==> config.mk <==
export PLATFORM = sky130hd
export DESIGN_NAME = jtag_ir_driver
export DESIGN_NICKNAME = d
export VERILOG_FILES = /design/src/rtl/jtag_ir_driver.sv
export SDC_FILE = /design/constraint.sdc
export NUM_CORES = 1
export LEC_CHECK = 0
export ABC_AREA = 1
export CORE_MARGIN = 1.5
export CORE_UTILIZATION = 51
export DETAILED_ROUTE_END_ITERATION = 8
export PLACE_DENSITY = 0.77
export SYNTH_ARGS = -nofsm -noshare
export SYNTH_HDL_FRONTEND = slang
export SYNTH_SLANG_ARGS = --single-unit
==> constraint.sdc <==
create_clock -name clock -period 1.6 [get_ports clock]
set_input_delay 0.32 -clock clock [delete_from_list [all_inputs] [get_ports clock]]
set_output_delay 0.32 -clock clock [all_outputs]
set_load 0.1 [all_outputs]
==> src/rtl/jtag_ir_driver.sv <==
// JTAG IR loader: walks the TAP to Run-Test/Idle after reset, then shifts each requested
// instruction into the IR (LSB first) while collecting the capture value from tdo.
module jtag_ir_driver #(
   parameter int unsigned INSTR_WIDTH = 4,
   parameter int unsigned TCK_DIV     = 2
) (
   input  logic                   clock,
   input  logic                   reset_n,
   input  logic                   start,
   input  logic [INSTR_WIDTH-1:0] instr_i,
   input  logic                   tdo,
   output logic                   tck,
   output logic                   tms,
   output logic                   tdi,
   output logic                   busy,
   output logic                   done,
   output logic [INSTR_WIDTH-1:0] captured_o
);

   localparam int unsigned NumSlots   = INSTR_WIDTH + 6;
   localparam int unsigned SlotClks   = 2 * TCK_DIV;
   localparam int unsigned SlotW      = $clog2(NumSlots);
   localparam int unsigned DivW       = $clog2(SlotClks);
   localparam int unsigned InitSlots  = 6;
   localparam int unsigned FirstShift = 4;

   typedef enum logic [1:0] {StInit, StReady, StShift} state_e;

   state_e                 state_q, state_d;
   logic [DivW-1:0]        div_q, div_d;
   logic [SlotW-1:0]       slot_q, slot_d;
   logic [INSTR_WIDTH-1:0] instr_q, instr_d;
   logic [INSTR_WIDTH-1:0] cap_q, cap_d;
   logic [INSTR_WIDTH-1:0] captured_q, captured_d;
   logic                   done_q, done_d;

   logic slot_end;
   logic in_shift;

   assign slot_end = (div_q == DivW'(SlotClks - 1));
   assign in_shift = (state_q == StShift) && (slot_q >= SlotW'(FirstShift)) &&
                     (slot_q < SlotW'(FirstShift + INSTR_WIDTH));

   assign busy       = (state_q != StReady);
   assign tck        = busy && (div_q >= DivW'(TCK_DIV));
   assign done       = done_q;
   assign captured_o = captured_q;
   // instr_q is consumed by shifting right, so bit 0 is always the current shift bit
   assign tdi        = in_shift ? instr_q[0] : 1'b0;

   always_comb begin
      tms = 1'b0;
      case (state_q)
         StInit:  tms = (slot_q != SlotW'(InitSlots - 1));
         // Select-DR, Select-IR, then Exit1-IR on the last shift slot and Update-IR
         StShift: tms = (slot_q < SlotW'(2)) || (slot_q == SlotW'(INSTR_WIDTH + 3)) ||
                        (slot_q == SlotW'(INSTR_WIDTH + 4));
         default: tms = 1'b0;
      endcase
   end

   always_comb begin
      state_d    = state_q;
      div_d      = div_q;
      slot_d     = slot_q;
      instr_d    = instr_q;
      cap_d      = cap_q;
      captured_d = captured_q;
      done_d     = 1'b0;
      case (state_q)
         StReady: begin
            // a start coinciding with done is dropped on purpose
            if (start && !done_q) begin
               instr_d = instr_i;
               state_d = StShift;
            end
         end
         default: begin
            if (slot_end) begin
               div_d  = '0;
               slot_d = slot_q + 1'b1;
               if (in_shift) begin
                  cap_d   = {tdo, cap_q[INSTR_WIDTH-1:1]};
                  instr_d = instr_q >> 1;
               end
               if (state_q == StInit && slot_q == SlotW'(InitSlots - 1)) begin
                  state_d = StReady;
                  slot_d  = '0;
               end
               if (state_q == StShift && slot_q == SlotW'(NumSlots - 1)) begin
                  state_d    = StReady;
                  slot_d     = '0;
                  done_d     = 1'b1;
                  captured_d = cap_q;
               end
            end else begin
               div_d = div_q + 1'b1;
            end
         end
      endcase
   end

   always_ff @(posedge clock or negedge reset_n) begin
      if (!reset_n) begin
         state_q    <= StInit;
         div_q      <= '0;
         slot_q     <= '0;
         instr_q    <= '0;
         cap_q      <= '0;
         captured_q <= '0;
         done_q     <= 1'b0;
      end else begin
         state_q    <= state_d;
         div_q      <= div_d;
         slot_q     <= slot_d;
         instr_q    <= instr_d;
         cap_q      <= cap_d;
         captured_q <= captured_d;
         done_q     <= done_d;
      end
   end

endmodule

==> impl_results.md, run 1 <==
* Status: finished with violations
* Failing checks: setup timing
* Ys Warns at 0
* Period utilisation layout at 113%
* Root buffer cell: clkbuf_4
* Worst path cell trace: inv_2 > ha_4 > nand2_1 > nand3_1 > nand2_1 > nand2_2 > buf_12
* Number of global-route vias before repair at 965
* Mapped Area at between 1000 and 1500 µm²
* Clock Power Share at 7.6%
* Vias per cell at 5.22
* DR DRC count at 0
* Final setup margin at -0.209 ns
* Drt total wl at 2.59 mm
* Sequential element share of the synthesized area at 49.3%
* Largest net degree at the start of global routing at 22
* CP most frequent cell: nand2_1
* LEAKAGE at 0.000774 µW
* Actual slew at the worst max-slew pin at 0.272 ns
* CP arrival at approximately 1.5 ns
* Fmax at 0.553 GHz
* Worst vdd ir at 0.00184 V
* # nets final at 182
* Count leader, synth: nand2_1
* Primary FF master, synth: dfrtp_1
* Pins Over Slew Limit at 0
* Die area at 2370 µm²
* Min-Delay Path Class: in -> async
* Hold buffer count at cts at 0
* Layout area overhead at 46.0%
* Max Fanout on Critical Path at 5
* Slowest-stage cell, CP: dfrtp_2
* Num CTS Buffers at 3
* Clock Sinks at 21
* Total gr overflow at 0
* Post-route ant nets at 0
* Drt first pass iters at 4
* Switching share of power at between 50% and 60%
* Final Skew at 0.00772 ns
* Syn avg cell area at about 8.0 µm²
* DP HPWL at 1.73 mm
* Crit-path max cell delay at ~0.48 ns
* Die width at around 50 µm
* Reg power frac at 27.8%
* Crit path launch type: register
* RSZ-0062 raised after global routing: yes
* Worst-path clk slew at 0.12 ns
* Post-synthesis async set-or-reset flop share at between 90% and 100%
* Synth area leader: dfrtp_1
* DR WL/cell at 13.3 µm
* Slew headroom at approximately four fifths
* Post-Syn Nets at 146
* Die Ht at 48.7 µm
* First-pass GRT wire length at 4.10 mm
* Worst-Skew Late Latency at about 0.31 ns
* Fin cells at 195
* CTS tree: built
* DR iter-0 viols at 22
* Largest buffer count on any clock path at 2
* Post-synth top cells: 50 x nand2_1, 21 x dfrtp_1, 13 x inv_1, 11 x nor2_1, 11 x o21ai_0
* Setup Total Neg Slack at -0.319 ns
* Power Internal at between 1500 and 2000 µW
* Crit path required time at approximately 1.3 ns
* Max-cap violation count at 0
* Io pins at 17
* Syn Inst Count at 133
* EDFF count, synth at 0
* Post-Place Setup Slack at 0.168 ns
* Comb pwr share at 64.6%
* Initial Utilization at 54.3%
* Pwr per Cell Area at 2190 nW/µm²
* Synth Register Bits at 21
* Port Buffer Count at 16
* Setup Crit Path Kind: reg -> out
* Period minus WS final at between 1.5 and 2 ns
* Total global-route track usage at between 20% and 30%
* N_diodes at 0
* Vias at 1,017
* Top post-synthesis cells by area: dfrtp_1 49%, nand2_1 18%, ha_1 5.9%
* Final Hold Fails at 0
* Endpoints failing setup at 2
* Post-synth top area share at 49.3%
* Share of layout cells above drive strength 1 at 31.0%
* Row cnt at 16
* Pwr Total at approximately 3400 µW
* NetSw at 1710 µW
* Core area at approximately 2000 µm²
* Gpl congestion at about 0.84
* CP endpoint kind: output port
* H-tree depth at 1
* Distinct cells, synth at 17
* Initial antenna violation count at 0
* DP Cell Count at 178
[kinds of logic after synthesis]
group,after synthesis,synth area share [%]
flops,21,49.3
simple gates,77,31.6
fa+ha+maj,5,5.87
buf+inv,14,4.93
compound gates,16,8.33
[state kept, by name (all words and copies together), names as in the netlist]
register and count:
cap_q 4, state_q 2, div_q 2, slot_q 4, done 1, captured_o 4
instr_q 4
[stage by stage]
| stage | hold slack [ns] | area, µm² | util (%) |
|---|---|---|---|
| 4_1_cts | 0.349 | 1490 | 75.8 |
| 2_1_floorplan | 0.0244 | 1080 | - |
| 3_3_place_gp | 0.455 | 1380 | 70.5 |
| 3_5_place_dp | 0.467 | 1380 | 70.5 |
| 5_1_grt | 0.383 | 1560 | 79.3 |
| 6_report | 0.343 | 1560 | 79.3 |
[path summary, 6_finish.rpt]
| check | start | to | slack, ns | cells past startpoint |
|---|---|---|---|---|
| max | slot_q[0] | tms | -0.21 | 7 |
| min | reset_n | instr_q[2] | 0.34 | 2 |
| max reg2reg | div_q[1] | instr_q[1] | 0.19 | 7 |
| min reg2reg | instr_q[3] | instr_q[3] | 0.49 | 2 |
| max in group asynchronous | reset_n | slot_q[0] | 1.03 | 2 |
| min in group clock | instr_q[3] | instr_q[3] | 0.49 | 2 |
[timing repair]
item,4_1_cts,5_1_grt
resized for setup,9,8
endpoints found under the hold margin,0,0
cloned,0,0
pin swaps,6,5
buffers inserted,7,6
endpoints found under the setup margin,3,4
[metal layers]
layer	share of wire, %	vias up	wire, µm	global-route usage, %
met1	42	492	1100	28.1
met2	54	27	1390	38.6
li1	-	496	-	-
met3	3.4	2	88	5.86
met5	0	-	0	0
met4	0.50	0	13	5.71
[layout by cell type, fill, tap and decap left out, drive strengths merged]
cell	netlist	routed
clkdlybuf4s50	0	7
nand3	10	10
nor2	15	15
a21oi	2	2
o21ai	12	12
clkbuf	0	4
ha	5	5
nand2	52	52
dfrtp	21	21
o22ai	1	1
a2bb2oi	1	1
buf	0	24
inv	14	14
[layout make-up]
| class | count | area [µm²] |
|---|---|---|
| timing repair buffer | 31 | 363 |
| inverter | 14 | 52.6 |
| tap | 27 | 33.8 |
| fill | 148 | 405 |
| sequential | 21 | 528 |
| clock buffer | 4 | 26.3 |
| multi-input combinational | 98 | 553 |
[critical path, delay by kind of cell, from the launching register on]
kind	cells	cell delay, ns
DFF	1	0.48
adders and majority gates	1	0.13
buffers and inverters	2	0.27
and+or+nand+nor	4	0.29
[power by group through the flow]
stage	sequential, µW	clock (µW)	combinational [µW]
floorplan	1070	0	1040
global placement	913	0	1720
detailed placement	927	0	1780
CTS	912	270	1970
global route	972	291	2350
finish	948	258	2200
(Power assumes the default switching activity.)
==> run 2, diff against run 1 <==
--- a/config.mk
+++ b/config.mk
@@ -7,9 +7,8 @@
 export LEC_CHECK = 0
 export ABC_AREA = 1
 export CORE_MARGIN = 1.5
-export CORE_UTILIZATION = 51
+export CORE_UTILIZATION = 35
 export DETAILED_ROUTE_END_ITERATION = 8
-export PLACE_DENSITY = 0.77
 export SYNTH_ARGS = -nofsm -noshare
 export SYNTH_HDL_FRONTEND = slang
 export SYNTH_SLANG_ARGS = --single-unit
==> run 2 against run 1 <==
Flip-flop and latch count stayed put. Design area is 1.2% lower. The run still ends with setup timing left. Clock skew is 0.0018 ns higher. Core utilization is 25 points lower.
==> impl_results.md, run 2 (synthesis gave the netlist of run 1 again) <==
* Actual slew at the worst max-slew pin at 0.296 ns
* Largest net degree at the start of global routing at 22
* Period minus WS final at 1.75 ns
* Endpoints failing setup at 3
* Number of global-route vias before repair at 937
* N_diodes at 0
* DR iter-0 viols at between 40 and 50
* Pins Over Slew Limit at 0
* Clock Power Share at 7.9%
* Vias at between 900 and 1,000
* Final setup margin at -0.152 ns
* Fin cells at roughly 200
* Util after Layout at 54.4%
* Layout area overhead at 44.2%
* Clock Sinks at 21
* Largest buffer count on any clock path at 2
* CTS tree: built
* Gpl congestion at 0.763
* Status: finished with violations
* Setup Crit Path Kind: reg -> out
* Comb pwr share at 63.1%
* Row cnt at 19
* CP most frequent cell: nand2_2
* Final Skew at 0.00950 ns
* Worst vdd ir at 0.00138 V
* Area of the multi-input gates at 553 µm²
* Die width at 58.2 µm
* Post-route ant nets at 0
* Fmax at 0.571 GHz
* Port Buffer Count at 16
* Worst-path clk slew at about 0.12 ns
* Final instance area at 1540 µm²
* Power Internal at 1590 µW
* Final Hold Fails at 0
* NetSw at 1580 µW
* Sequential cell area at approximately 530 µm²
* Die area at around 3400 µm²
* Total gr overflow at 0
* Die Ht at 58.2 µm
* Drt total wl at 2.32 mm
* Crit path required time at 1.28 ns
* Min-Delay Path Class: in -> async
* Root buffer cell: clkbuf_4
* LEAKAGE at ~0.00076 µW
* Switching share of power at 49.8%
* Drt first pass iters at 4
* Failing checks: setup timing
* Vias per cell at about 4.8
* CP endpoint kind: output port
* Num CTS Buffers at 3
* Io pins at 17
* First-pass GRT wire length at 3.97 mm
* FF-to-FF setup slack at between 0.15 and 0.2 ns
* Worst path cell trace: inv_2 > ha_4 > nand2_2 > nand3_2 > nand2_2 > nand2_2 > buf_12
* DP HPWL at 1.69 mm
* Total global-route track usage at 15.2%
* Core area at around 2800 µm²
* DR WL/cell at 11.8 µm
* Fillcell total at approximately 260
* Slowest-stage cell, CP: dfrtp_1
* Most common cell after layout, fill and taps aside: nand2_1
* RSZ-0062 raised after global routing: yes
* Crit-path max cell delay at 0.44 ns
* Initial antenna violation count at 0
* Share of layout cells above drive strength 1 at 29.7%
* CP arrival at about 1.4 ns
* # nets final at 179
* Worst-Skew Late Latency at around 0.30 ns
* DP Cell Count at 182
* Initial Utilization at 37.7%
* H-tree depth at 1
* Max-cap violation count at 0
* Pwr per Cell Area at just over 2000 nW/µm²
* Most frequent cells in the layout: 47 x nand2_1, 20 x dfrtp_1, 12 x buf_4, 11 x o21ai_0
* Slew headroom at 80.2%
* Period utilisation layout at 109%
* Crit path launch type: register
* Reg power frac at a little under 30%
* DR DRC count at 0
* Post-place instance area at 1390 µm²
* Max Fanout on Critical Path at 4
-- run 2: changes by cell type in the layout (fill, tap and decap cells not counted), sizes merged --
| cell | change |
|---|---|
| buf | -3 |
-- run 2: metal layers --
layer,share of wire [%],vias up,track usage [%]
met5,0,-,0
met2,50,12,24.4
met1,47,438,19.8
met4,1.1,0,5.98
li1,-,484,-
met3,2.1,4,3.57
-- run 2: worst paths after layout --
path / to / depth (start not counted) / from
setup / recovery: tms / 7 / slot_q[1]
min in group clock: instr_q[2] / 2 / instr_q[2]
hold reg to reg: instr_q[2] / 2 / instr_q[2]
setup reg to reg: slot_q[3] / 8 / slot_q[3]
max in group asynchronous: slot_q[0] / 2 / reset_n
hold / removal: slot_q[3] / 2 / reset_n
-- run 2: layout make-up --
cell class              count  area share [%]
flip-flops and latches     21            34.3
well taps                  31            2.52
multi-input cells          98            36.0
inverters                  14            3.42
repair buffers             28            22.1
clock buffers               4            1.71
-- run 2: metrics by stage --
| stage | worst slack, ns | total power, µW | hold slack (ns) | TNS [ns] |
|---|---|---|---|---|
| 6_report | -0.152 | 3170 | 0.344 | -0.267 |
| 5_1_grt | -0.223 | 3400 | 0.358 | -0.535 |
| 4_1_cts | -0.133 | 3100 | 0.354 | -0.254 |
| 3_5_place_dp | 0.160 | 2680 | 0.460 | 0 |
| 3_3_place_gp | 0.181 | 2640 | 0.455 | 0 |
| 2_1_floorplan | 0.0770 | 2110 | 0.0244 | 0 |
-- run 2: worst max-delay path: cells and delay by family, from the launching register on --
family        cells  cell delay, ns
flops             1            0.44
buf+inv           2            0.31
simple gates      4            0.23
fa+ha+maj         1            0.14
-- run 2: power groups by stage --
stage	sequential [µW]	clock, µW	combinational (µW)
3_5_place_dp	922	0	1760
3_3_place_gp	909	0	1730
5_1_grt	951	283	2160
4_1_cts	909	256	1940
2_1_floorplan	1070	0	1040
6_report	921	250	2000
-- run 2: what timing repair did --
item | 4_1_cts | 5_1_grt
resized for setup | 9 | 7
setup buffers | 9 | 1
setup endpoints to repair | 3 | 3
hold buffers | 0 | 0
pin swaps | 6 | 3
==> run 3, diff against run 2 <==
==> constraint.sdc (replaced) <==
create_clock -name clock -period 2.25 [get_ports clock]
set_input_delay 0.45 -clock clock [delete_from_list [all_inputs] [get_ports clock]]
set_output_delay 0.45 -clock clock [all_outputs]
set_load 0.1 [all_outputs]
==> run 3 against run 2 <==
The run now ends clean. Clock skew decreased by 0.0047 ns. Die area unchanged. Critical path depth stayed put. Register-to-register slack gained 0.63 ns. Setup slack gained 0.44 ns. Worst hold slack improved by 0.13 ns. Flip-flop and latch count stayed put. Final cell count down 5.1%. Via count fell by 5.5%. Wire length shrank 7.8%. Sequential power shrank 31%. Critical endpoint unchanged. Largest cell class is now sequential cells.
==> impl_results.md, run 3 (synthesis gave the netlist of run 1 again) <==
* NetSw at 1050 µW
* Crit path required time at between 1.5 and 2 ns
* CP Launch Point: slot_q[2]
* Clock Power Share at roughly a tenth
* Setup Total Neg Slack at 0 ns
* Post_cts resized at 0
* Max Used Layer: met4
* DR DRC count at 0
* Reg power frac at between 30% and 40%
* Hold buffer count at cts at 0
* Period minus WS final at 1.96 ns
* Worst-Skew Late Latency at 0.31 ns
* Final Hold Fails at 0
* Clock Sinks at 21
* Vias at 886
* Root buffer cell: clkbuf_4
* Switching share of power at a little over half
* Layout area overhead at 25.9%
* Met1 wire length at between 1 and 1.5 mm
* RR Startpoint: slot_q[1]
* Initial antenna violation count at 0
* Die Ht at 58.2 µm
* Io pins at 17
* Met3 wire length at about 97 µm
* Fmax at a little over 0.5 GHz
* Endpoints failing setup at 0
* Actual slew at the worst max-slew pin at 0.281 ns
* CP endpoint kind: output port
* DR WL/cell at 11.5 µm
* DR iter-0 viols at 26
* Worst Reg-to-Reg Cells at 7
* Max-cap violation count at 0
* Pins Over Slew Limit at 0
* Status: finished clean
* Worst vdd ir at 0.00101 V
* Number of global-route vias before repair at 844
* Vias per cell at 4.76
* Crit Reg-Reg Endpoint: slot_q[2]
* H-tree depth at 1
* Total global-route track usage at 14.1%
* Worst-path clk slew at 0.13 ns
* LEAKAGE at between 0.0006 and 0.0007 µW
* Fin cells at around 190
* FF-to-FF setup slack at 0.82 ns
* Port Buffer Count at 16
* Largest net degree at the start of global routing at 22
* Post-CTS setup buffer count at 0
* CP arrival at between 1.5 and 2 ns
* N_diodes at 0
* Die width at approximately 58 µm
* Total gr overflow at 0
* Core area at between 2000 and 3000 µm²
* Final Skew at 0.00478 ns
* CTS tree: built
* Initial Utilization at 37.7%
* DP Cell Count at 182
* # nets final at 169
* Num CTS Buffers at 3
* Drt first pass iters at 4
* Period utilisation layout at 87.0%
* Max Fanout on Critical Path at 5
* Most common cell after layout, fill and taps aside: nand2_1
* Die area at 3390 µm²
* Largest buffer count on any clock path at 2
* Post-route ant nets at 0
* Pwr per Cell Area at 1490 nW/µm²
* Slew headroom at 81.2%
* DP HPWL at 1.63 mm
* Power Internal at 956 µW
* Min-Delay Path Class: in -> async
* Drt total wl at 2.14 mm
* Share of layout cells above drive strength 1 at 16.8%
* RSZ-0062 raised after global routing: no
* Most frequent cells in the layout: 50 x nand2_1, 21 x dfrtp_1, 13 x inv_1, 11 x o21ai_0
* Row cnt at 19
* Comb pwr share at 58.6%
* Crit path launch type: register
* Setup Crit Path Kind: reg -> out
* Gpl congestion at 0.780
* Met2 Wirelength at 983 µm
* First-pass GRT wire length at 3.60 mm
run 3: critical path: stages (launching register included):
cell and delay, ns:
dfrtp_1 0.43, inv_1 0.11, nor2_4 0.15, nand2_1 0.07, nand3_1 0.09, nand2_1 0.05, nand2_1 0.10, buf_12 0.18
run 3: area by class of cell:
cell class              instances  area [µm²]
flip-flops and latches         21         526
clock buffers                   3        22.5
well taps                      31        38.8
multi-input cells              98         493
clock inverters                 1        7.51
repair buffers                 18         203
fillers                       275        1490
inverters                      14        52.6
run 3: worst max-delay path by stage:
stage          end  slack, ns  cells after the start
5_1_grt        tms       0.17                      6
4_1_cts        tms       0.30                      7
3_5_place_dp   tms       0.66                      7
6_report       tms       0.29                      7
3_3_place_gp   tms       0.69                      7
2_1_floorplan  tdi       0.33                      3
run 3: power by group through the flow:
stage	clock network, µW	registers (µW)	logic, µW
6_report	191	637	1170
5_1_grt	220	660	1280
4_1_cts	203	639	1180
3_5_place_dp	0	647	1180
3_3_place_gp	0	641	1150
2_1_floorplan	0	764	714
run 3: per-layer routing:
metal / track usage, % / vias to the layer above
met2: 21.1 / 16
met1: 19.2 / 403
li1: - / 462
met3: 4.46 / 5
met4: 4.65 / 0
met5: 0 / -
run 3: metrics by stage:
step	total power, µW	hold WS [ns]	setup WS, ns	instance area [µm²]	utilization, %
final	2000	0.472	0.292	1340	47.5
after global routing	2160	0.469	0.170	1340	47.5
after CTS	2020	0.462	0.297	1340	47.5
after detailed placement	1820	0.461	0.660	1310	46.4
after global placement	1800	0.457	0.688	1310	46.4
after floorplan	1480	0.154	0.327	1070	-
